### src/rtl/sd_dat_rx.sv
// SD host DAT receive deserializer: start-bit detect, nibble-wise word assembly,
// per-line CRC16 check and end-bit check for one data block.
module sd_dat_rx #(
  parameter int unsigned DATA_W      = 32,
  parameter int unsigned LINES       = 4,
  parameter int unsigned BLOCK_BYTES = 512
) (
  input  logic              sd_clock,
  input  logic              reset,
  input  logic              enable,
  input  logic [LINES-1:0]  dat_in,
  output logic [DATA_W-1:0] word_out,
  output logic              word_valid,
  output logic              busy,
  output logic              complete,
  output logic              crc_error,
  output logic              end_error
);

  localparam int unsigned NIBS  = DATA_W / LINES;
  localparam int unsigned BEATS = BLOCK_BYTES * 8 / LINES;
  localparam int unsigned CNT_W = $clog2(BEATS + 1);
  localparam int unsigned NIB_W = (NIBS > 1) ? $clog2(NIBS) : 1;

  localparam logic [CNT_W-1:0] LAST_BEAT = CNT_W'(BEATS - 1);
  localparam logic [NIB_W-1:0] LAST_NIB  = NIB_W'(NIBS - 1);

  typedef enum logic [2:0] {
    StIdle,
    StWaitStart,
    StData,
    StCrc,
    StEnd,
    StDone
  } state_t;

  state_t            r_state;
  logic [DATA_W-1:0] r_shift;
  logic [CNT_W-1:0]  r_cnt;
  logic [NIB_W-1:0]  r_nib;
  logic [3:0]        r_crc_cnt;
  logic [15:0]       r_crc [LINES];
  logic [DATA_W-1:0] r_word;
  logic              r_word_valid;
  logic              r_busy;
  logic              r_complete;
  logic              r_crc_error;
  logic              r_end_error;

  logic [DATA_W-1:0] w_shift_next;
  logic [LINES-1:0]  w_crc_top;

  assign w_shift_next = (r_shift << LINES) | DATA_W'(dat_in);

  // During CRC beats each line's register is shifted out MSB first.
  always_comb begin
    w_crc_top = '0;
    for (int i = 0; i < int'(LINES); i++) begin
      w_crc_top[i] = r_crc[i][15];
    end
  end

  always_ff @(posedge sd_clock) begin
    if (reset) begin
      r_state      <= StIdle;
      r_shift      <= '0;
      r_cnt        <= '0;
      r_nib        <= '0;
      r_crc_cnt    <= '0;
      r_word       <= '0;
      r_word_valid <= 1'b0;
      r_busy       <= 1'b0;
      r_complete   <= 1'b0;
      r_crc_error  <= 1'b0;
      r_end_error  <= 1'b0;
      for (int i = 0; i < int'(LINES); i++) begin
        r_crc[i] <= '0;
      end
    end else begin
      r_word_valid <= 1'b0;
      r_complete   <= 1'b0;
      case (r_state)
        StIdle: begin
          if (enable) begin
            r_state     <= StWaitStart;
            r_busy      <= 1'b1;
            r_shift     <= '0;
            r_cnt       <= '0;
            r_nib       <= '0;
            r_crc_cnt   <= '0;
            r_crc_error <= 1'b0;
            r_end_error <= 1'b0;
            for (int i = 0; i < int'(LINES); i++) begin
              r_crc[i] <= '0;
            end
          end
        end
        StWaitStart: begin
          if (!enable) begin
            r_state <= StIdle;
            r_busy  <= 1'b0;
          end else if (dat_in == '0) begin
            r_state <= StData;
          end
        end
        StData: begin
          if (!enable) begin
            r_state <= StIdle;
            r_busy  <= 1'b0;
          end else begin
            r_shift <= w_shift_next;
            for (int i = 0; i < int'(LINES); i++) begin
              r_crc[i] <= {r_crc[i][14:0], 1'b0} ^
                          ((r_crc[i][15] ^ dat_in[i]) ? 16'h1021 : 16'h0000);
            end
            if (r_nib == LAST_NIB) begin
              r_nib        <= '0;
              r_word       <= w_shift_next;
              r_word_valid <= 1'b1;
            end else begin
              r_nib <= r_nib + NIB_W'(1);
            end
            if (r_cnt == LAST_BEAT) begin
              r_state   <= StCrc;
              r_crc_cnt <= '0;
            end else begin
              r_cnt <= r_cnt + CNT_W'(1);
            end
          end
        end
        StCrc: begin
          if (!enable) begin
            r_state <= StIdle;
            r_busy  <= 1'b0;
          end else begin
            if (dat_in != w_crc_top) begin
              r_crc_error <= 1'b1;
            end
            for (int i = 0; i < int'(LINES); i++) begin
              r_crc[i] <= {r_crc[i][14:0], 1'b0};
            end
            if (r_crc_cnt == 4'd15) begin
              r_state <= StEnd;
            end else begin
              r_crc_cnt <= r_crc_cnt + 4'd1;
            end
          end
        end
        StEnd: begin
          if (!enable) begin
            r_state <= StIdle;
            r_busy  <= 1'b0;
          end else begin
            if (dat_in != '1) begin
              r_end_error <= 1'b1;
            end
            r_state <= StDone;
          end
        end
        StDone: begin
          r_complete <= 1'b1;
          r_busy     <= 1'b0;
          r_state    <= StIdle;
        end
        default: begin
          r_state <= StIdle;
          r_busy  <= 1'b0;
        end
      endcase
    end
  end

  assign word_out   = r_word;
  assign word_valid = r_word_valid;
  assign busy       = r_busy;
  assign complete   = r_complete;
  assign crc_error  = r_crc_error;
  assign end_error  = r_end_error;

endmodule

### config.mk
export PLATFORM = sky130hd
export DESIGN_NAME = sd_dat_rx
export DESIGN_NICKNAME = d
export VERILOG_FILES = /design/src/rtl/sd_dat_rx.sv
export SDC_FILE = /design/constraint.sdc
export NUM_CORES = 1
export LEC_CHECK = 0
export CORE_UTILIZATION = 60
export CTS_CLUSTER_DIAMETER = 200
export CTS_CLUSTER_SIZE = 10
export DETAILED_ROUTE_END_ITERATION = 12
export DONT_BUFFER_PORTS = 1
export PLACE_DENSITY = 0.76
export SYNTH_ARGS = -nofsm -noshare
export SYNTH_HDL_FRONTEND = slang
export SYNTH_SLANG_ARGS = --single-unit
### constraint.sdc
create_clock -name sd_clock -period 2.4 [get_ports sd_clock]
set_input_delay 0.36 -clock sd_clock [delete_from_list [all_inputs] [get_ports sd_clock]]
set_output_delay 0.36 -clock sd_clock [all_outputs]
set_load 0.005 [all_outputs]
# Word level (Yosys, flattened, before mapping)
# Memory sizes are Yosys's and may differ from the RTL's.
# Cells that the tools add are included.
[word_totals]
mem_bits_rw = 64
reg_bits = 86
n_memories = 1
inputBits = 7
elab_cells = 143
output_inout_bits = 37
[mem_list]
columns = ["memory", "depth", "word_bits", "read_ports", "rd_ports_with_merged_regs", "write_ports", "line_no", "text"]
rows = [
  ["r_crc", 4, 16, 4, 0, 4, "42", "logic [15:0] r_crc [LINES];"],
]
[classes]
bitwise_logic = 23
addsub = 3
n_mux = 66
n_reduce_logical = 16
n_eq_ne = 23
[op_table]
columns = ["cell", "n"]
rows = [
  ["16-bit 2-to-1 mux", 12],
  ["16-bit by 13-bit bitwise XOR with 16-bit output", 4],
  ["28-bit 2-to-1 mux", 2],
  ["28-bit one-hot mux with 2 select lines", 1],
  ["13-bit 2-to-1 mux", 4],
  ["11-bit 2-to-1 mux", 3],
  ["3-bit 2-to-1 mux", 11],
  ["32-bit by 4-bit OR with 32-bit output", 1],
  ["11-bit one-hot mux with 2 select lines", 1],
  ["1-bit 2-to-1 mux", 21],
  ["4-bit 2-to-1 mux", 5],
  ["2-bit != test (second input constant)", 10],
  ["4-bit AND reduction", 4],
  ["3-bit one-hot mux with 5 select lines", 1],
  ["1-bit OR", 12],
  ["4-bit one-hot mux with 3 select lines", 1],
  ["11-bit by 1-bit adder with 11-bit output (second input constant)", 1],
  ["11-bit by 10-bit equality test with 1-bit output (second input constant)", 1],
  ["3-bit equality test (second input constant)", 3],
  ["3-bit != test (second input constant)", 3],
  ["3-bit by 2-bit equality test with 1-bit output (second input constant)", 2],
  ["1-bit one-hot mux with 2 select lines", 3],
  ["3-bit one-hot mux with 2 select lines", 1],
  ["3-bit AND reduction", 2],
  ["16 further kinds", 22],
]

# Longest topological paths before layout
# Gate-level depths: netlist of the first run.
[depth]
ltp_word = 7
mapped_depth = 8
ltp_nobuf = 5

# Least setup slack after synthesis of the first run
# No wires, ideal clock.
[synth_path]
kind = "reg-to-reg"
from = "register r_state[0]"
to = "memory r_crc[3][0] (enable)"
path_slack_ps = 460
path_stages_with_launch = 6
path_buffers = 2
setup_time_ps = 372
synth_period_minus_slack_ps = 1940
required_time_ps = 2028
t_arrival_ps = 1568
path_cell_list = "dfxtp_1 buf_6 nor3b_1 nor2_1 clkbuf_1 nand2_1"
[synth_lines]
columns = ["item", "line_no", "text"]
rows = [
  ["start, declared", "37", "state_t r_state;"],
  ["start signal, assigned", "65", "r_state <= StIdle;"],
  ["start signal, assigned", "85", "r_state <= StWaitStart;"],
  ["start signal, assigned", "100", "r_state <= StIdle;"],
  ["end, declared", "42", ""],
]

# Worst setup path in the final report of the first run
[layout_path]
from = "register r_state[2]"
to = "register r_cnt[8]"
[layout_between]
elab_chain_cells = 3
word_cells_on_any_way = 8
cone_classes = "eq/ne (4); mux (1); reduce/logical (3)"
[layout_rtl]
columns = ["item", "line_no", "text"]
rows = [
  ["3-bit by 2-bit equality test with 1-bit output or 3-bit zero test (tied branches)", "82", "case (r_state)"],
  ["2-bit != test (no source line) or 2-bit nonzero test (tied branches)", "--", ""],
  ["4-bit AND reduction (no source line)", "--", ""],
  ["end signal, assigned", "127", "r_cnt <= r_cnt + CNT_W'(1);"],
  ["end, declared", "39", "logic [CNT_W-1:0] r_cnt;"],
]
# Parallel ways exist; a longest one is shown, timed or not.
# A chain may end at the register's enable or synchronous reset.

==> results.md, run 1 <==
Run status:
- The run finished with clean final reports.

Detailed routing:
- The number of design-rule violations left by the first detailed-router iteration is between 200 and 300.
- The via count of the routed design is 3974.
- After detailed routing, the number of vias per cell comes to 5.870.
- The routed length per instance is 16.24 um.
- The length of the first detailed-routing pass in iterations is 5.
- For this block, the routed nets add up to between 10 and 15 mm of wire.
- The DRC violations left is 0.
- The post-route antenna net violation count is 0.

Clock network:
- The number of hold-repair buffers added at the cts stage is 6.
- The tree built by TritonCTS fans out to 150 sinks.
- CTS built an H-tree with a depth of 4.
- The later pin in the worst-skew pair is clocked with a latency of 0.52 ns.
- Clock-pin slew was measured on the worst setup and hold paths at about 0.070 ns.
- After clock tree synthesis, the setup repair step added 0 buffers.
- The TritonCTS clock tree is done.
- Counting the buffers created by CTS gives 17.
- The master cell of the clock root buffer is sky130_fd_sc_hd__clkbuf_8.
- In this run the deepest clock path goes through 2 buffers.
- The number of gates given a new drive strength after cts is 0.

Pwr:
- The power density over the cells is around 860 nW/um2.
- In this run the static leakage power is around 2.4 nW.
- VDD sags by at most between 0.5 and 0.6 mV.

STA:
- The count of pins over their slew limit is 0.
- The clock period could shrink to 2.051 ns.
- For the pin with the worst max-slew slack, the measured transition is just over 0.8 ns.
- Setup violations remaining at the end of the flow were counted as 0.
- The hold violation total from the final report came to 0.
- The worst slew margin relative to its limit is 0.4578.
- Setup repair after global routing left no endpoint under its margin.
- The total negative slack for setup checks is 0 ns.
- Between clock sinks in the finished design, the worst skew comes to 0.006728 ns.
- The period utilization is 0.8547.
- Derived from the worst setup path, the maximum achievable clock frequency is 0.4875 GHz.

GRT:
- The number of global-route vias before repair came to about 3700.
- The wire length of the first global-routing pass is 18.04 mm.
- The remaining global-route overflow is 0.
- Entering global routing, the biggest net connects 54 pins.
- The number of antenna violations at the first check in global routing is 0.
- The overall global routing resource usage is 0.2339.

Setup path:
- STA puts the critical path data arrival time at 2.48 ns.
- At the worst endpoint, the required time is between 2 and 3 ns.
- The startpoint of the lowest-slack register-to-register path is r_state[2].
- The largest fanout on the critical path is 15.
- The category of the critical setup timing path is reg2reg.
- The launching element of the worst setup path is r_state[2].
- STA classifies the critical path endpoint as a register.
- The kind of start point of the critical path is a register.

Floorplanning:
- In this run the standard cell core region covers roughly 9300 um2.
- The initial utilization of the core area, before any placement, comes to 0.6235.
- The die area is 10090 um2.
- After floorplanning, the core was divided into 35 placement rows.
- The number of primary I/O pins is 44.
- The floorplan step set the die height to between 100 and 150 um.
- The width of the die is around 100 um.

Logic synthesis:
- In this run, synthesis inferred 61 flip-flops with an integrated enable.
- Of the post-synthesis cell area, the dominant cell type holds 0.3150.
- In this run the cell area of the synthesized design comes to 5816 um2.
- The most instantiated flip-flop cell in the synthesis netlist is sky130_fd_sc_hd__dfxtp_1.
- After technology mapping, the gate count stands at between 500 and 600.
- The commonest cells after synthesis are sky130_fd_sc_hd__dfxtp_1 (89), sky130_fd_sc_hd__nand2_1 (84), sky130_fd_sc_hd__edfxtp_1 (61).
- Synthesis instantiated 56 different standard cells from the library.
- The share of the Yosys chip area taken by registers is 0.6213.
- In this run the mean area of a mapped cell was roughly 11 um2.
- Sorting the synthesized cells by area gives the leading types as sky130_fd_sc_hd__edfxtp_1 (31%), sky130_fd_sc_hd__dfxtp_1 (31%), sky130_fd_sc_hd__and2_1 (5.6%).
- Yosys printed 0 warnings.
- The total of flip-flops plus latches after synthesis is 150.
- Yosys instantiated no cell more often than sky130_fd_sc_hd__dfxtp_1.
- Of all flip-flops after synthesis, the portion carrying an async set or reset was 0.
- Of all cell types, the one taking the most synthesized area is sky130_fd_sc_hd__edfxtp_1.
- Synthesis produced a netlist with a net count of 540.

Place:
- The placed cell count is between 600 and 700.
- The post-detailed-placement cell area is 5943 um2.
- At the end of routability-driven placement, the weighted congestion stood at around 0.9.
- The HPWL after detailed placement is roughly 6.7 mm.
- The count of buffers added on input and output ports is 0.

Worst hold path:
- The launch point of the worst hold path is enable.
- The type of the most critical hold path is in2reg.

Layout:
- For this run, the number of standard cells in the final layout without fillers is ~680.
- 0 antenna diodes ended up in the layout.
- The finished cells cover 6586 um2.
- The number of filler cells placed in the layout is approximately 650.
- In the final layout, the share of cells above drive strength 1 is 0.09672.
- For this run, the share of the core covered by cells in the final layout is 0.7061.
- The area used by multi-input combinational logic is between 2000 and 2500 um2.
- From synthesis to final layout, the design area changed by 13.25%.
- Summing all flip-flop and latch instances after layout gives 3613 um2.
- The final layout net count is 546.

Flow run:
- The number of maximum-capacitance violations is 0.
worst paths after layout:
| path | slack, ns | to | cells after the start |
|---|---|---|---|
| max | 0.35 | r_cnt[8] | 5 |
| min | 0.05 | end_error | 2 |
| max reg2reg | 0.35 | r_cnt[8] | 5 |
| min reg2reg | 0.47 | word_out[30] | 2 |
through the flow:
stage	hold slack, ns	total power [W]	setup WS [ns]
2_1_floorplan	0.4311	0.003136	0.4602
6_report	0.04999	0.005690	0.3487
5_1_grt	0.06209	0.005895	0.2017
4_1_cts	0.01634	0.005732	0.3700
3_5_place_dp	0.4363	0.003212	0.3794
3_3_place_gp	0.4343	0.003203	0.4001
logic make-up (layout without fill, tap and decap cells):
| group | Yosys count | after routing | synth area share |
|---|---|---|---|
| compound gates | 111 | 111 | 0.1308 |
| xor+xnor | 12 | 12 | 0.01807 |
| fa+ha+maj | 4 | 4 | 0.008606 |
| buf+inv | 36 | 55 | 0.02775 |
| flops | 150 | 150 | 0.6213 |
| simple gates | 216 | 216 | 0.1934 |
routing by layer:
metal  wire length, um  global-route usage
met5                 0                   0
met4               269              0.1037
met3               564             0.05964
met2              5276              0.3656
met1              4885              0.3091
cell usage in the layout, fill, tap and decap left out, types with 3 or more instances in the layout:
cell                            count
sky130_fd_sc_hd__nand3_1            9
sky130_fd_sc_hd__inv_6              3
sky130_fd_sc_hd__a22oi_1            3
sky130_fd_sc_hd__nand2_1           84
sky130_fd_sc_hd__o21ai_0            6
sky130_fd_sc_hd__dlygate4sd3_1      5
sky130_fd_sc_hd__nand4_1            5
sky130_fd_sc_hd__nand2b_1           3
sky130_fd_sc_hd__o31ai_1            3
sky130_fd_sc_hd__ha_1               4
sky130_fd_sc_hd__a22o_1            29
sky130_fd_sc_hd__a311oi_1           6
sky130_fd_sc_hd__dfxtp_1           89
sky130_fd_sc_hd__nor2_2             3
sky130_fd_sc_hd__and3_1             7
sky130_fd_sc_hd__buf_4             12
sky130_fd_sc_hd__nor3_1             3
sky130_fd_sc_hd__edfxtp_1          61
sky130_fd_sc_hd__inv_1              3
sky130_fd_sc_hd__nor3b_1            4
sky130_fd_sc_hd__inv_8              5
sky130_fd_sc_hd__clkbuf_16         16
sky130_fd_sc_hd__clkinv_8           3
sky130_fd_sc_hd__nor2_1            25
sky130_fd_sc_hd__and2_1            52
sky130_fd_sc_hd__xnor2_1           12
sky130_fd_sc_hd__a21oi_1           46
sky130_fd_sc_hd__nor2b_1            3
worst max-delay path, cell delays in order (launching register included):
cell,delay (ns)
sky130_fd_sc_hd__dfxtp_1,0.46
sky130_fd_sc_hd__nor4bb_1,0.56
sky130_fd_sc_hd__buf_4,0.24
sky130_fd_sc_hd__o31ai_1,0.14
sky130_fd_sc_hd__o31a_1,0.32
sky130_fd_sc_hd__a311oi_1,0.24
sequential cells by signal, indices dropped and copies added (netlist names):
register,count
end_error,1
r_nib,3
r_crc,64
word_valid,1
crc_error,1
r_cnt,11
r_shift,28
r_state,3
r_crc_cnt,4
complete,1
word_out,32
busy,1
where the power goes:
group / leakage [nW] / switching (W) / total (W) / internal, W
clock: 0.282 / 0.00116 / 0.00250 / 0.00134
combinational: 0.729 / 0.000242 / 0.000366 / 0.000125
sequential: 1.38 / 0.0000409 / 0.00282 / 0.00278
total: 2.39 / 0.00144 / 0.00569 / 0.00425
final cells by class:
class,count,area share
well taps,129,0.02451
repair buffers,19,0.02736
flip-flops and latches,150,0.5486
inverters,4,0.002280
clock buffers,17,0.06288
multi-input cells,343,0.3102
clock inverters,15,0.02413
Power figures use the tool's default switching activity.
==> run 2, diff against run 1 <==
--- a/config.mk
+++ b/config.mk
@@ -5,12 +5,13 @@
 export SDC_FILE = /design/constraint.sdc
 export NUM_CORES = 1
 export LEC_CHECK = 0
+export CAP_MARGIN = 20
 export CORE_UTILIZATION = 60
-export CTS_CLUSTER_DIAMETER = 200
+export CTS_CLUSTER_DIAMETER = 30
 export CTS_CLUSTER_SIZE = 10
 export DETAILED_ROUTE_END_ITERATION = 12
 export DONT_BUFFER_PORTS = 1
-export PLACE_DENSITY = 0.76
+export PLACE_DENSITY_LB_ADDON = 0.2
 export SYNTH_ARGS = -nofsm -noshare
 export SYNTH_HDL_FRONTEND = slang
 export SYNTH_SLANG_ARGS = --single-unit
==> run 2 against run 1 <==
  * Critical path type unchanged
  * Sequential cell count stayed put
  * First-iteration DRC count is 1.6% lower
  * Highest routed layer unchanged
  * Critical path depth stayed put
  * Clock power is 2% lower
  * Sequential power hardly changed
  * Utilization is 0.30 points lower
  * Global-route usage is 0.10 points lower
  * Largest cell class unchanged
  * Die area stayed put
==> results.md, run 2 (same netlist as run 1, synthesis figures left out) <==
STA:
- At the pin with the least slew margin, the transition time is between 0.6 and 0.7 ns.
- The achievable frequency is between 0.4 and 0.5 GHz.
- Setup violations remaining at the end of the flow were counted as 0.
- The worst slew margin relative to its limit is 0.5515.
- The minimum clock period is about 2.1 ns.
- The hold violation total from the final report is 0.
- Setup repair after global routing left no endpoint under its margin.
- The clock skew is between 0.008 and 0.009 ns.
- The count of pins over their slew limit is 0.
- The period utilization is 0.8837.
- The total negative slack for setup checks is 0 ns.

Setup path:
- The slowest stage of the critical path belongs to the cell sky130_fd_sc_hd__o31ai_1.
- The kind of start point of the critical path is a register.
- Along the worst path, the maximum fanout reaches 6.
- The launching element of the worst setup path is r_cnt[0].
- The worst endpoint required time is 2.82 ns.
- The worst setup path is captured at a register.
- The arrival time reported for the critical path endpoint is around 2.5 ns.
- The setup path with the least slack is of type reg2reg.
- Walking the worst path, the cells encountered are ha_1, nand3_1, o31ai_1, a21boi_0, o21a_1.
- On the critical path the largest part of the delay comes from compound AO/OA/AOI/OAI gates.
- Together, buffers and inverters on the worst path number 0.
- The worst register-to-register path begins at r_cnt[0].
- The biggest cell delay along the critical path is approximately 0.67 ns.

Flow run:
- The number of maximum-capacitance violations is 0.

Layout:
- Excluding fillers, the count of instances in the completed layout stands at a little under 700.
- The area used by multi-input combinational logic is between 2000 and 2500 um2.
- The number of antenna diodes in the final layout is 0.
- Of the cells placed in the final design, the portion with a size suffix greater than 1 is 0.09836.
- The footprint of the flip-flops and latches is approximately 3600 um2.
- The largest register by flop count is r_crc.
- The area growth from synthesis to layout is 12.78%.
- The register with the most flip-flops in the layout has between 60 and 70 of them.
- Leaving out fill and tap cells, the most frequent cell in the layout is sky130_fd_sc_hd__dfxtp_1.
- The final layout contains 547 nets.
- In the layout the commonest cells are sky130_fd_sc_hd__dfxtp_1 (89), sky130_fd_sc_hd__nand2_1 (84), sky130_fd_sc_hd__edfxtp_1 (61), sky130_fd_sc_hd__and2_1 (52), sky130_fd_sc_hd__a21oi_1 (46).
- The number of filler cells placed in the layout is 669.

Pwr:
- The leakage power total is 2.386 nW.
- The power density over the cells is 859.1 nW/um2.
- The proportion of power drawn by flip-flops and latches is 0.502.
- The internal power of the cells totals ~0.0042 W.
- Of the total power, combinational logic draws 0.064.
- The clock network fraction of design power is 0.434.
- The largest vdd supply drop is roughly 0.5 mV.
- The switching fraction of total power is 0.2504.
- For this design the total switching power over the nets is approximately 0.0014 W.

GRT:
- The pin count of the biggest net entering global routing is between 50 and 60.
- The remaining global-route overflow is 0.
- The wire length of the first global-routing pass is 17.91 mm.
- Across every metal layer, demand over resource in global routing totals 0.2328.
- The number of global-route vias before repair is about 3600.
- The number of antenna violations at the first check in global routing was 0.

Floorplanning:
- The initial utilization of the core area, before any placement, comes to 0.6235.
- Measured along the x axis, the die boundary spans approximately 100 um.
- For this design the top-level I/O count stands at 44.
- The overall die height is 100.5 um.
- The die covers a little over 10000 um2.
- The initialized floorplan defines 35 standard-cell rows.
- The floorplan core area is 9328 um2.

Run status:
- The run finished with clean final reports.

Place:
- Buffers placed on the I/O ports in this run total 0.
- The placed cell count is 640.
- The routability congestion estimate from global placement is around 0.82.
- Summed over all nets, the half-perimeter wirelength after detailed placement is around 6.8 mm.

Detailed routing:
- The length of the first detailed-routing pass in iterations is 5.
- The count of nets left with antenna violations once routing finished came out at 0.
- In this run, the number of DRC markers left after iteration 0 of detailed routing was approximately 250.
- Dividing the detail-routed via count by the number of cells gives approximately 5.7.
- For this run, design rule violations remaining after detail routing come to 0.
- The via count of the routed design is approximately 3900.
- After detailed routing, the average wire length per cell comes to around 16 um.
- The routed design has 10.98 mm of wire.

Clock network:
- Clock-pin slew was measured on the worst setup and hold paths at 0.07 ns.
- The sink count of the clock tree is 150.
- The total number of H-tree levels is 4.
- No sink is reached through more buffers than the 2 on the longest clock path.
- The TritonCTS clock tree is done.
- The post-CTS setup repair buffer count is 0.
- The clock buffer count from CTS is 17.
- The clock network latency to the later pin of the worst-skew pair is approximately 0.52 ns.
- The master cell of the clock root buffer is sky130_fd_sc_hd__clkbuf_8.

Worst hold path:
- The type of the most critical hold path is in2reg.
- The launch point of the worst hold path is enable.
-- run 2: through the flow --
step                      setup WS (ns)  area [um2]    util  total power [W]  hold slack, ns
final                            0.2792        6559  0.7032         0.005635         0.03793
after global routing             0.1706        6559  0.7032         0.005815         0.07198
after CTS                        0.3497        6559  0.7032         0.005671         0.02026
after detailed placement         0.4295        5938  0.6366         0.003214          0.4354
after global placement           0.5644        5938  0.6366         0.003203          0.4334
after floorplan                  0.4602        5816       -         0.003136          0.4311
-- run 2: final cells by class --
type / count / share of cell area
Clock buffer: 17 / 0.06314
Clock inverter: 15 / 0.02079
Inverter: 4 / 0.002289
Multi-Input combinational cell: 343 / 0.3115
Sequential cell: 150 / 0.5509
Tap cell: 129 / 0.02461
Timing Repair Buffer: 20 / 0.02671
-- run 2: routing by layer --
layer	part of all wire	routed length, um	global-route usage
met5	0	0	0
met4	0.019	210	0.09922
met3	0.045	495	0.05340
met2	0.48	5234	0.3641
met1	0.46	5039	0.3136
-- run 2: timing repair --
action                                  in CTS  in global routing
gates resized for setup                      0                  0
endpoints found under the setup margin       0                  0
endpoints found under the hold margin       57                  0
hold buffers                                 6                  0
-- run 2: final timing paths --
check,end,slack (ns),cells past startpoint
worst min-delay path,end_error,0.04,2
worst max-delay path,r_crc_cnt[1],0.28,5
worst max register to register,r_crc_cnt[1],0.28,5
worst min register to register,word_out[29],0.46,2
-- run 2: worst register-to-register path: cells and delay by family, from the launching register on --
kind                     cells  cell delay, ns
AND/OR/NAND/NOR              1            0.26
flip-flops                   1            0.41
adder cells (fa/ha/maj)      1            0.27
AO/OA/AOI/OAI                3            1.08
-- run 2: power by group through the flow --
| stage | Combinational (W) | Clock (W) | Sequential (W) |
|---|---|---|---|
| after floorplan | 0.000271 | 0 | 0.00286 |
| after global placement | 0.000321 | 0 | 0.00288 |
| after detailed placement | 0.000327 | 0 | 0.00289 |
| after CTS | 0.000356 | 0.00248 | 0.00283 |
| after global routing | 0.000391 | 0.00258 | 0.00284 |
| final | 0.000358 | 0.00245 | 0.00283 |
